## config.mk

```make
export PLATFORM = sky130hd
export DESIGN_NAME = dct_arbiter
export DESIGN_NICKNAME = d
export VERILOG_FILES = /design/src/rtl/dct_arbiter.sv
export SDC_FILE = /design/constraint.sdc
export NUM_CORES = 1
export LEC_CHECK = 0
export CAP_MARGIN = 30
export CORE_AREA = 2 2 765 767
export DETAILED_ROUTE_END_ITERATION = 12
export DIE_AREA = 0 0 767 769
export PLACE_DENSITY = 0.3
export SKIP_LAST_GASP = 1
export SLEW_MARGIN = 10
export SYNTH_ARGS = -nofsm -noshare
export SYNTH_HDL_FRONTEND = slang
export SYNTH_SLANG_ARGS = --single-unit
```

## constraint.sdc

```tcl
create_clock -name clk -period 9.6 [get_ports clk]
set_clock_uncertainty 0.15 [all_clocks]
set_input_delay 1.44 -clock clk [delete_from_list [all_inputs] [get_ports clk]]
set_output_delay 1.44 -clock clk [all_outputs]
set_load 0.01 [all_outputs]
```

## src/rtl/dct_arbiter.sv

```systemverilog
// dct_arbiter -- shares one in-order blockDCT core between N_REQ requesters.
//
// A round-robin arbiter forwards one requester packet per cycle to the core
// and records the winner's index in a source-tag FIFO. Results coming back
// from the core are routed to the requester whose tag sits at the FIFO head.
//
// Ports
//   clk, rstn        clock, asynchronous active-low reset
//   req_data/valid   requester packets in (requester k at [k*total_width +: total_width])
//   req_ready        per-requester accept (only the winner, only on accept)
//   dct_i_*          packet channel towards the core
//   dct_o_*          result channel from the core
//   rsp_data/valid   result broadcast / one-hot owner valid
//   rsp_ready        per-requester result ready
//   outstanding      packets in flight (0..TAG_DEPTH)
//   err              sticky: core produced a result with no outstanding tag
//
// Optional feature: define DCT_ARB_STATS_EN to add output grant_cnt with a
// saturating 16-bit accept counter per requester.

module dct_arbiter #(
   parameter int N_REQ       = 4,
   parameter int total_width = 274,
   parameter int TAG_DEPTH   = 16
) (
   input  logic                         clk,
   input  logic                         rstn,
   input  logic [N_REQ*total_width-1:0] req_data,
   input  logic [N_REQ-1:0]             req_valid,
   output logic [N_REQ-1:0]             req_ready,
   output logic [total_width-1:0]       dct_i_data,
   output logic                         dct_i_valid,
   input  logic                         dct_o_ready,
   input  logic [total_width-1:0]       dct_o_data,
   input  logic                         dct_o_valid,
   output logic                         dct_i_ready,
   output logic [total_width-1:0]       rsp_data,
   output logic [N_REQ-1:0]             rsp_valid,
   input  logic [N_REQ-1:0]             rsp_ready,
   output logic [$clog2(TAG_DEPTH):0]   outstanding,
   output logic                         err
`ifdef DCT_ARB_STATS_EN
   ,
   output logic [N_REQ*16-1:0]          grant_cnt
`endif
);

   localparam int IDX_W = $clog2(N_REQ);
   localparam int PTR_W = $clog2(TAG_DEPTH);
   localparam int CNT_W = PTR_W + 1;

   logic [IDX_W-1:0] ptr_q, ptr_d;
   logic [PTR_W-1:0] wr_ptr_q, rd_ptr_q;
   logic [CNT_W-1:0] count_q, count_d;
   logic             err_q;
   logic [IDX_W-1:0] tag_mem [TAG_DEPTH];

   logic [IDX_W-1:0] winner;
   logic [IDX_W-1:0] head;
   logic             any_valid, full, empty, push, pop;

   assign full  = (count_q == CNT_W'(TAG_DEPTH));
   assign empty = (count_q == '0);
   assign head  = tag_mem[rd_ptr_q];

   // Round-robin search: the first valid requester at or after ptr_q wins.
   always_comb begin
      // NOTE: every variable driven here gets a default first, so no path can infer a latch.
      any_valid = 1'b0;
      winner    = '0;
      for (int i = 0; i < N_REQ; i++) begin
         if (!any_valid && req_valid[(int'(ptr_q) + i) % N_REQ]) begin
            any_valid = 1'b1;
            winner    = IDX_W'((int'(ptr_q) + i) % N_REQ);
         end
      end
   end

   // All handshake outputs are forced low while rstn is held, independent of clk.
   always_comb begin
      dct_i_valid = rstn && any_valid && !full;
      dct_i_data  = rstn ? req_data[int'(winner)*total_width +: total_width] : '0;
      req_ready   = '0;
      if (dct_i_valid && dct_o_ready) begin
         req_ready[winner] = 1'b1;
      end
      rsp_data    = rstn ? dct_o_data : '0;
      rsp_valid   = '0;
      dct_i_ready = 1'b0;
      if (rstn) begin
         if (empty) begin
            // Orphan results are drained so the core never stalls on them.
            dct_i_ready = 1'b1;
         end else begin
            rsp_valid[head] = dct_o_valid;
            dct_i_ready     = rsp_ready[head];
         end
      end
   end

   assign push = dct_i_valid & dct_o_ready;
   assign pop  = dct_o_valid & dct_i_ready & ~empty;

   always_comb begin
      ptr_d = ptr_q;
      if (push) begin
         ptr_d = (winner == IDX_W'(N_REQ - 1)) ? '0 : winner + 1'b1;
      end
      case ({push, pop})
         2'b10:   count_d = count_q + 1'b1;
         2'b01:   count_d = count_q - 1'b1;
         default: count_d = count_q;
      endcase
   end

   always_ff @(posedge clk or negedge rstn) begin
      if (!rstn) begin
         ptr_q    <= '0;
         wr_ptr_q <= '0;
         rd_ptr_q <= '0;
         count_q  <= '0;
         err_q    <= 1'b0;
      end else begin
         // NOTE: non-blocking assignments so every register samples pre-edge values.
         ptr_q   <= ptr_d;
         count_q <= count_d;
         if (push) wr_ptr_q <= wr_ptr_q + 1'b1;
         if (pop)  rd_ptr_q <= rd_ptr_q + 1'b1;
         if (dct_o_valid && empty) err_q <= 1'b1;
      end
   end

   // NOTE: tag storage has no reset; the pointers and count alone define which entries are live.
   always_ff @(posedge clk) begin
      if (push) tag_mem[wr_ptr_q] <= winner;
   end

   assign outstanding = count_q;
   assign err         = err_q;

`ifdef DCT_ARB_STATS_EN
   logic [15:0] grant_cnt_q [N_REQ];

   always_ff @(posedge clk or negedge rstn) begin
      if (!rstn) begin
         for (int k = 0; k < N_REQ; k++) grant_cnt_q[k] <= '0;
      end else if (push && grant_cnt_q[winner] != 16'hFFFF) begin
         grant_cnt_q[winner] <= grant_cnt_q[winner] + 16'd1;
      end
   end

   always_comb begin
      grant_cnt = '0;
      for (int k = 0; k < N_REQ; k++) grant_cnt[k*16 +: 16] = grant_cnt_q[k];
   end
`endif

endmodule

```

==> metrics.md <==
| Metric | Value |
|---|---|
| Status | completed |
| Post-synthesis sequential area ratio | 10.8% |
| Tcrit/Tclk final | 78.1% |
| P per Cell Area | 131 nW/um2 |
| Hold path depth | 1 |
| Sw Pwr | 0.00284 W |
| Via count | 23,100 |
| Count of final setup violators | 0 |
| Die width | 767 um |
| Commonest cells after routing, fill and taps aside | 1,943 x clkdlybuf4s50_1, 552 x and2_1, 283 x mux4_2 |
| Post-route non-filler standard cell count | 11,000 |
| Sequential share of power | 6.3% |
| Commonest non-fill, non-tap cell in the layout | clkdlybuf4s50_1 |
| Fill count | 68,100 |
| Combinational group share of total power | 89.0% |
| GRT Residual Overflow | 0 |
| # DRC | 0 |
| CTS resizes | 0 |
| Number of flops mapped to enable cells by yosys | 32 |
| CTS Buf Count | 5 |
| Int Pwr | 0.00274 W |
| Ys flop type | edfxtp_1 |
| Row count | 280 |
| Synth unique cells | 44 |
| Clock sinks | 48 |
| Met1 Use GR | 15.7% |
| Normalized max-slew margin | 9.06% |
| Critical R2R Launch | rd_ptr_q[1]$_DFFE_PN0P_ |
| Met2 Usage GRT | 27.0% |
| Final worst slack | 2.10 ns |
| FF+latch count, synth | 48 |
| Initial DRC Count | 1,704 |
| DP HPWL | 460 mm |
| Maximum clock frequency | 133 MHz |
| Slew Limit Fails | 0 |
| Max-cap viol count | 0 |
| Final min period | 7.50 ns |
| Total track usage | 15.8% |
| CP endpoint kind | output port |
| Average size of a mapped cell | 11.1 um2 |
| Later-pin clock latency in the skew report | 0.34 ns |
| CP peak stage delay | 0.90 ns |
| Post-layout util | 7.33% |
| VDD IR max | 0.132 mV |
| Worst path slowest cell | clkdlybuf4s50_1 |
| Critical path depth | 8 |
| Slew @ Worst Pin | 1.36 ns |
| Syn-to-layout area delta | 238% |
| Global Route met3 Usage | 10.3% |
| Area of the core | 581,000 um2 |
| Post-layout net count | 4,390 |
| Final Hold Fails | 0 |
| Layout cells sized above 1 | 11.4% |
| Setup WS pre-CTS | 1.98 ns |
| Synth async-reset ratio | 33.3% |
| Startpoint types | primary input |
| Post-Route WL | 484 mm |
| H-Tree Level Count | 2 |
| Max clock buf depth | 2 |
| Top delay family on crit path | buffers and inverters |
| Post-Syn Area | 12,600 um2 |
| Peak fanout along the critical path | 101 |
| Critical path buffer and inverter count | 3 |
| CTS Root Cell | clkbuf_16 |
| Cells along the critical path | clkdlybuf4s50_1, a21o_1, a21oi_1, o22a_4, buf_12, mux4_2, and2_1, clkdlybuf4s50_1 |
| Syn Nets | 2,535 |
| RSZ-0062 raised after global routing | no |
| Dpl cells | 10,700 |
| Sw frac | 50.9% |
| Min-delay src | err$_DFFE_PN0P_ |
| Initial Utilization | 2.17% |
| Arr. time, crit path | 5.91 ns |
| Initial DRT Pass Iterations | 5 |
| CTS tree | done |
| Reg2Reg Depth | 14 |
| Die extent in y | 769 um |
| Setup crit start | req_valid[1] |
| Synth Instances | 1,139 |
| Initial antenna violation count | 676 |
| Antenna Nets Post-Route | 0 |
| Critical path class | in -> out |
| Post-CTS Setup Inserts | 0 |
| # IOs | 1,946 |
| Largest net degree at the start of global routing | 156 |
| First-pass GRT wire length | 540 mm |
| P_leak | 11.9 nW |
| Power share of the clock group | 4.7% |
| GRT busiest layer | met2 |
| Vias in the first global route | 22,600 |
| Vias per cell | 2.10 |
| Worst min path class | reg -> reg |
| Setup TNS | 0 ns |
| Cts hold-fix bufs | 0 |
| Gp weighted congestion | 1.06 |
| CP required | 8.01 ns |
| Die Area | 590,000 um2 |
| Routed len/inst | 44.0 um |
| Cell mode on critical path | clkdlybuf4s50_1 |
| PortBufs | 1,945 |
| Synth Warn # | 0 |
| Worst-path clk slew | 0.10 ns |
| Overall Power | 0.00559 W |
-- cell type report --
class                      count  area (um2)  area share, %
clock inverter                 3        68.8          0.162
timing repair buffer        1977       19900           46.8
sequential                    48        1360           3.20
antenna                      255         638           1.50
clock buffer                   5         125          0.294
inverter                      15        61.3          0.144
tap                         7755        9700           22.8
multi-input combinational    947       10700           25.1
-- stage by stage --
step | cell area (um2) | hold slack, ns
3_3_place_gp | 41600 | 0.308
4_1_cts | 41900 | 0.339
6_report | 42600 | 0.345
2_1_floorplan | 12600 | 0.343
5_1_grt | 42300 | 0.365
3_5_place_dp | 41700 | 0.303
-- logic make-up after synthesis --
family	count (synthesis)	synth area share, %
mux	286	50.9
compound gates	29	1.81
xor+xnor	11	0.764
flops	48	10.8
simple gates	607	29.4
fa+ha+maj	14	1.45
buf+inv	144	4.79
-- worst paths after layout --
| kind | slack, ns | end |
|---|---|---|
| max reg2reg | 5.40 | outstanding[4]$_DFFE_PN0P_ |
| max | 2.10 | dct_i_data[22] |
| max in group asynchronous | 7.05 | err$_DFFE_PN0P_ |
| min in group asynchronous | 1.31 | ptr_q[0]$_DFFE_PN0P_ |
| min reg2reg | 0.35 | err$_DFFE_PN0P_ |
| min | 0.35 | err$_DFFE_PN0P_ |
-- per-layer routing --
layer  vias up  routed length (um)
met3      1069               71500
met4       356               18100
met2      2440              229000
met5         -                2380
li1       8284                   -
met1     11000              163000
-- sequential cells by signal (all words and copies together), names as in the netlist --
name	cells
wr_ptr_q	4
tag_mem	32
outstanding	5
ptr_q	2
rd_ptr_q	4
err	1
-- power by group through the flow --
stage	combinational, W	clock, W	sequential [W]
3_3_place_gp	0.00517	0	0.000359
3_5_place_dp	0.00517	0	0.000359
4_1_cts	0.00519	0.000279	0.000355
5_1_grt	0.00528	0.000283	0.000363
2_1_floorplan	0.00201	0	0.000312
6_report	0.00497	0.000261	0.000354
-- synth_stat cells, types with 4 or more instances --
cell type    n  share of area, %
a21oi_1      7              0.28
nand2_1     15              0.45
dfrtp_1     16               3.2
xnor2_1      7              0.49
buf_2       31               1.2
edfxtp_1    32               7.6
nor2_1      17              0.51
clkbuf_1    89               2.7
mux4_2     283                51
ha_1        13               1.3
and3_1       4              0.20
o21ai_0      5              0.20
nor3_1       6              0.24
buf_1        5              0.15
a21o_1       4              0.24
xor2_1       4              0.28
inv_1       12              0.36
and2_1     552                27
No activity file was read; power rests on OpenSTA's default activity.
